===== src/rtl/cordic_rotator.sv =====
// Rotation-mode CORDIC computing cos/sin of a Q3.13 angle. Stepped by an external
// iteration counter k: two clocks per iteration, k == 20 is the terminal count.
module cordic_rotator #(
    parameter int W  = 16,
    parameter int IW = 19
) (
    input  logic                clk,
    input  logic                rst_n,
    input  logic                start,
    input  logic signed [W-1:0] angle,
    input  logic        [4:0]   k,
    output logic signed [W-1:0] cos_out,
    output logic signed [W-1:0] sin_out,
    output logic                busy,
    output logic                done,
    output logic                range_err
);

    localparam logic signed [IW-1:0] K_INIT  = IW'(9949);
    localparam logic signed [IW-1:0] ANG_MAX = IW'(12868);
    localparam logic signed [IW-1:0] ANG_MIN = -ANG_MAX;
    localparam logic signed [IW-1:0] OUT_MAX = IW'((1 << (W - 1)) - 1);
    localparam logic signed [IW-1:0] OUT_MIN = -OUT_MAX - IW'(1);
    localparam logic        [4:0]    K_LAST  = 5'd20;

    function automatic logic signed [IW-1:0] atan_lut(input logic [4:0] idx);
        logic signed [IW-1:0] v;
        v = '0;
        case (idx)
            5'd0:    v = IW'(6434);
            5'd1:    v = IW'(3798);
            5'd2:    v = IW'(2007);
            5'd3:    v = IW'(1019);
            5'd4:    v = IW'(511);
            5'd5:    v = IW'(256);
            5'd6:    v = IW'(128);
            5'd7:    v = IW'(64);
            5'd8:    v = IW'(32);
            5'd9:    v = IW'(16);
            5'd10:   v = IW'(8);
            5'd11:   v = IW'(4);
            5'd12:   v = IW'(2);
            5'd13:   v = IW'(1);
            default: v = '0;
        endcase
        return v;
    endfunction

    function automatic logic signed [W-1:0] sat(input logic signed [IW-1:0] v);
        if (v > OUT_MAX)
            return OUT_MAX[W-1:0];
        else if (v < OUT_MIN)
            return OUT_MIN[W-1:0];
        else
            return v[W-1:0];
    endfunction

    logic signed [IW-1:0] x, y, z;
    logic signed [IW-1:0] xs, ys, at;
    logic                 phase;

    logic signed [IW-1:0] angle_ext;
    logic signed [IW-1:0] z_load;
    logic                 clamp;
    logic                 z_neg;

    always_comb begin
        angle_ext = IW'(angle);
        z_load    = angle_ext;
        clamp     = 1'b0;
        if (angle_ext > ANG_MAX) begin
            z_load = ANG_MAX;
            clamp  = 1'b1;
        end else if (angle_ext < ANG_MIN) begin
            z_load = ANG_MIN;
            clamp  = 1'b1;
        end
    end

    // d = +1 when z >= 0, so only the sign bit selects add vs subtract.
    assign z_neg = z[IW-1];

    // NOTE: every register below is assigned with <= so all updates in one
    // edge see the pre-edge values of x/y/z; blocking here would chain them.
    // NOTE: the shift/table pipeline registers are reset too; they are few
    // flops and keeping them deterministic avoids X on a mid-op reset.
    always_ff @(posedge clk or negedge rst_n) begin
        if (!rst_n) begin
            x         <= '0;
            y         <= '0;
            z         <= '0;
            xs        <= '0;
            ys        <= '0;
            at        <= '0;
            phase     <= 1'b0;
            busy      <= 1'b0;
            done      <= 1'b0;
            range_err <= 1'b0;
            cos_out   <= '0;
            sin_out   <= '0;
        end else begin
            done <= 1'b0;
            if (start) begin
                // start wins over any in-flight or terminal step
                phase     <= 1'b0;
                x         <= K_INIT;
                y         <= '0;
                z         <= z_load;
                range_err <= clamp;
                busy      <= 1'b1;
            end else begin
                phase <= ~phase;
                if (busy) begin
                    if (k == K_LAST) begin
                        cos_out <= sat(x);
                        sin_out <= sat(y);
                        done    <= 1'b1;
                        busy    <= 1'b0;
                    end else if (k < K_LAST) begin
                        if (!phase) begin
                            xs <= x >>> k;
                            ys <= y >>> k;
                            at <= atan_lut(k);
                        end else if (!z_neg) begin
                            x <= x - ys;
                            y <= y + xs;
                            z <= z - at;
                        end else begin
                            x <= x + ys;
                            y <= y - xs;
                            z <= z + at;
                        end
                    end
                end
            end
        end
    end

endmodule


===== config.mk =====
export PLATFORM = sky130hd
export DESIGN_NAME = cordic_rotator
export DESIGN_NICKNAME = d
export VERILOG_FILES = /design/src/rtl/cordic_rotator.sv
export SDC_FILE = /design/constraint.sdc
export NUM_CORES = 1
export LEC_CHECK = 0
export CAP_MARGIN = 5
export CORE_UTILIZATION = 55
export CTS_BUF_LIST = sky130_fd_sc_hd__clkbuf_8
export DETAILED_ROUTE_END_ITERATION = 12
export PLACE_DENSITY = 0.77
export SLEW_MARGIN = 5
export SYNTH_ARGS = -nofsm -noshare
export SYNTH_HDL_FRONTEND = slang
export SYNTH_SLANG_ARGS = --single-unit

===== constraint.sdc =====
create_clock -name clk -period 3.7 [get_ports clk]
set_input_delay 0.74 -clock clk [delete_from_list [all_inputs] [get_ports clk]]
set_output_delay 0.74 -clock clk [all_outputs]
set_load 0.01 [all_outputs]

==> flow_metrics.py <==
metrics = {
    "run_status": {
        "status": "completed",
    },
    "global_routing": {
        "grt_max_degree": 68,
        "gr-total-overflow": 0,
        "grt_pass1_wl_um": 49300,
        "grt_pass1_vias": 9513,
        "grt_usage": 0.290,
        "antenna_found_initial": 0,
    },
    "floorplan": {
        "core_area_um2": 19800,
        "io-pin-count": 59,
        "fp.dieH_um": 145,
        "start_util": 0.569,
        "fp-row-count": 51,
        "die_w_um": 145,
        "die_area_um2": 21100,
    },
    "final_layout": {
        "final_util": 0.643,
        "fin_nets": 1466,
        "num_antenna_cells": 0,
        "final_layout_size_suffix_gt1_frac": 0.102,
        "area_growth_pct": 12.9,
        "stdcell_count": 1652,
    },
    "clocking": {
        "cts_num_sinks": 144,
        "clkLatencyLatePin_ns": 0.46,
        "tritoncts": "built",
        "ctsHoldBuffers": 0,
        "cts_buffer_depth": 2,
        "h-tree-depth": 4,
        "cts_root_buffer": "clkbuf_8",
        "clk_pin_slew_ns": 0.09,
        "numCtsBuffers": 17,
    },
    "setup_path": {
        "start_kind": "register",
        "cp.required_ns": 4.05,
        "end_kind": "register",
        "crit_path_max_fanout": 6,
        "crit_slowest_cell": "or4_4",
        "r2r-start": "xs[4]",
        "critical_path_class": "reg2reg",
        "cp.arrival_ns": 3.95,
        "worstPathCellList": "or4_4 > nor3_4 > nor3b_2 > nor2_1 > xnor2_1 > ha_2 > nand3_2 > o211ai_4 > o22ai_2 > a211oi_2 > nor3_2 > or4_1 > nand2_1 > mux2_4",
        "crit_path_max_incr_delay_ns": 0.57,
        "critPathLaunch": "xs[4]",
    },
    "synth": {
        "syn-num-nets": 1421,
        "ys_async_sr_fraction": 1.00,
        "synth_top_cell_area_share": 0.320,
        "yosys_warnings": 0,
        "synthesis.area_um2": 11300,
        "ys_ff_latch": 144,
        "ys_types": 86,
        "syn_avg_cell_area_um2": 8.47,
        "synth_cells": 1329,
        "synth_edf_count": 0,
        "synth_ff_type": "dfrtp_1",
        "yosys-top-cells-area": "dfrtp_1 32%, ha_1 7.2%, nand2_1 6.1%",
        "synth_most_common_cell": "nand2_1",
        "ys_seq_area_frac": 0.320,
        "yosys-top-cells-count": "182 x nand2_1, 144 x dfrtp_1, 131 x a21oi_1, 126 x nor2_1, 84 x o21ai_0",
        "synth_top_area_cell": "dfrtp_1",
    },
    "place": {
        "place_ws_ns": 0.00316,
        "gp_congestion": 0.986,
        "port_buffers": 58,
        "dp_hpwl_um": 21900,
        "dp.cells": 1618,
    },
    "sta": {
        "relSlewSlack": 0.399,
        "worst_pin_slew_ns": 0.902,
        "finalCritPeriodShare": 0.973,
        "fmax_ghz": 0.278,
        "tns_ns": 0,
        "fin_skew_ns": 0.0116,
        "setup_viol": 0,
        "fin_crit_ns": 3.60,
        "hold_viol_final": 0,
        "setup_ws_ns": 0.0993,
        "rsz0062_at_grt": "true",
        "drv_slew": 0,
    },
    "hold_path": {
        "hp-class": "in2async",
    },
    "power": {
        "p_leak_uw": 0.00571,
        "p_total_uw": 11100,
        "p_per_area_nw_per_um2": 876,
        "ir_drop_mv": 0.460,
    },
    "detailed_routing": {
        "drtAntennaViolNets": 0,
        "wl_um": 30000,
        "wl_per_cell_um": 18.2,
        "vias_per_cell": 6.25,
        "vias": 10300,
        "drt_iter0_drc": 865,
        "drc": 0,
        "first_pass_iters": 5,
    },
    "job": {
        "max_cap_violations": 0,
    },
}
## cell type report
cell class              instances  area [um^2]
inverters                      34          128
clock buffers                  17          234
flip-flops and latches        144         3600
clock inverters                15          199
multi-input cells            1079         7310
fillers                      1673         7070
well taps                     265          332
repair buffers                 98          905
## layout by cell type, fill, tap and decap left out, types with 19 or more instances in the layout
cell | Yosys | layout
nand2_1 | 182 | 181
dfrtp_1 | 144 | 143
a21oi_1 | 131 | 131
nor2_1 | 126 | 126
o21ai_0 | 84 | 84
ha_1 | 65 | 64
clkdlybuf4s50_1 | 0 | 54
xnor2_1 | 44 | 44
mux2i_1 | 39 | 39
buf_4 | 1 | 37
nor3_1 | 38 | 36
xor2_1 | 32 | 32
inv_1 | 31 | 31
a211oi_1 | 26 | 26
a21o_1 | 24 | 24
o21ai_1 | 19 | 19
## registers in the layout (all words and copies together), names as in the netlist, 13 cells and up
| register | cells |
|---|---|
| x | 19 |
| xs | 19 |
| y | 19 |
| ys | 19 |
| z | 19 |
| cos_out | 16 |
| sin_out | 16 |
| at | 13 |
## path summary, 6_finish.rpt
path,depth (start not counted),slack [ns],to
min in group clk,2,0.47,sin_out[5]
setup / recovery,14,0.1,y[18]
max in group asynchronous,2,2.63,z[17]
setup reg to reg,14,0.1,y[18]
hold / removal,1,0.28,y[8]
hold reg to reg,2,0.47,sin_out[5]
## power by group
| part | total, uW | switching, uW | leakage (uW) | internal, uW |
|---|---|---|---|---|
| combinational | 7040 | 3770 | 0.00365 | 3270 |
| sequential | 2710 | 666 | 0.00184 | 2040 |
| clock | 1390 | 703 | 0.000216 | 691 |
| total | 11100 | 5140 | 0.00571 | 6000 |
## cells by family after synthesis
group,Yosys count,synth area share
AO/OA/AOI/OAI,422,0.246
XOR/XNOR,78,0.0620
adder cells (fa/ha/maj),68,0.0775
buffers and inverters,106,0.0367
flip-flops,144,0.320
multiplexers,69,0.0810
AND/OR/NAND/NOR,442,0.177
## routing by layer
| metal | share of wire | track usage |
|---|---|---|
| met1 | 0.46 | 0.409 |
| met2 | 0.46 | 0.459 |
| met4 | 0.020 | 0.0811 |
| met3 | 0.065 | 0.0475 |
| met5 | 0 | 0 |
## worst max-delay path: cells and delay by family, from the launching register on
family	cells	cell delay, ns
flip-flops	1	0.38
adder cells (fa/ha/maj)	1	0.39
XOR/XNOR	1	0.13
multiplexers	1	0.29
AND/OR/NAND/NOR	8	1.69
AO/OA/AOI/OAI	3	0.61
## stage by stage
step                      hold WS (ns)  cell area (um^2)
after CTS                        0.291             12600
after global placement           0.448             12200
after detailed placement         0.455             12200
final                            0.278             12700
after floorplan                  0.444             11300
after global routing             0.315             12700
## timing repair
action,4_1_cts,5_1_grt
setup endpoints to repair,1,6
gates cloned,0,0
gates resized for setup,0,12
setup buffers,0,2
pin swaps,2,10
Power figures use the tool's default switching activity.
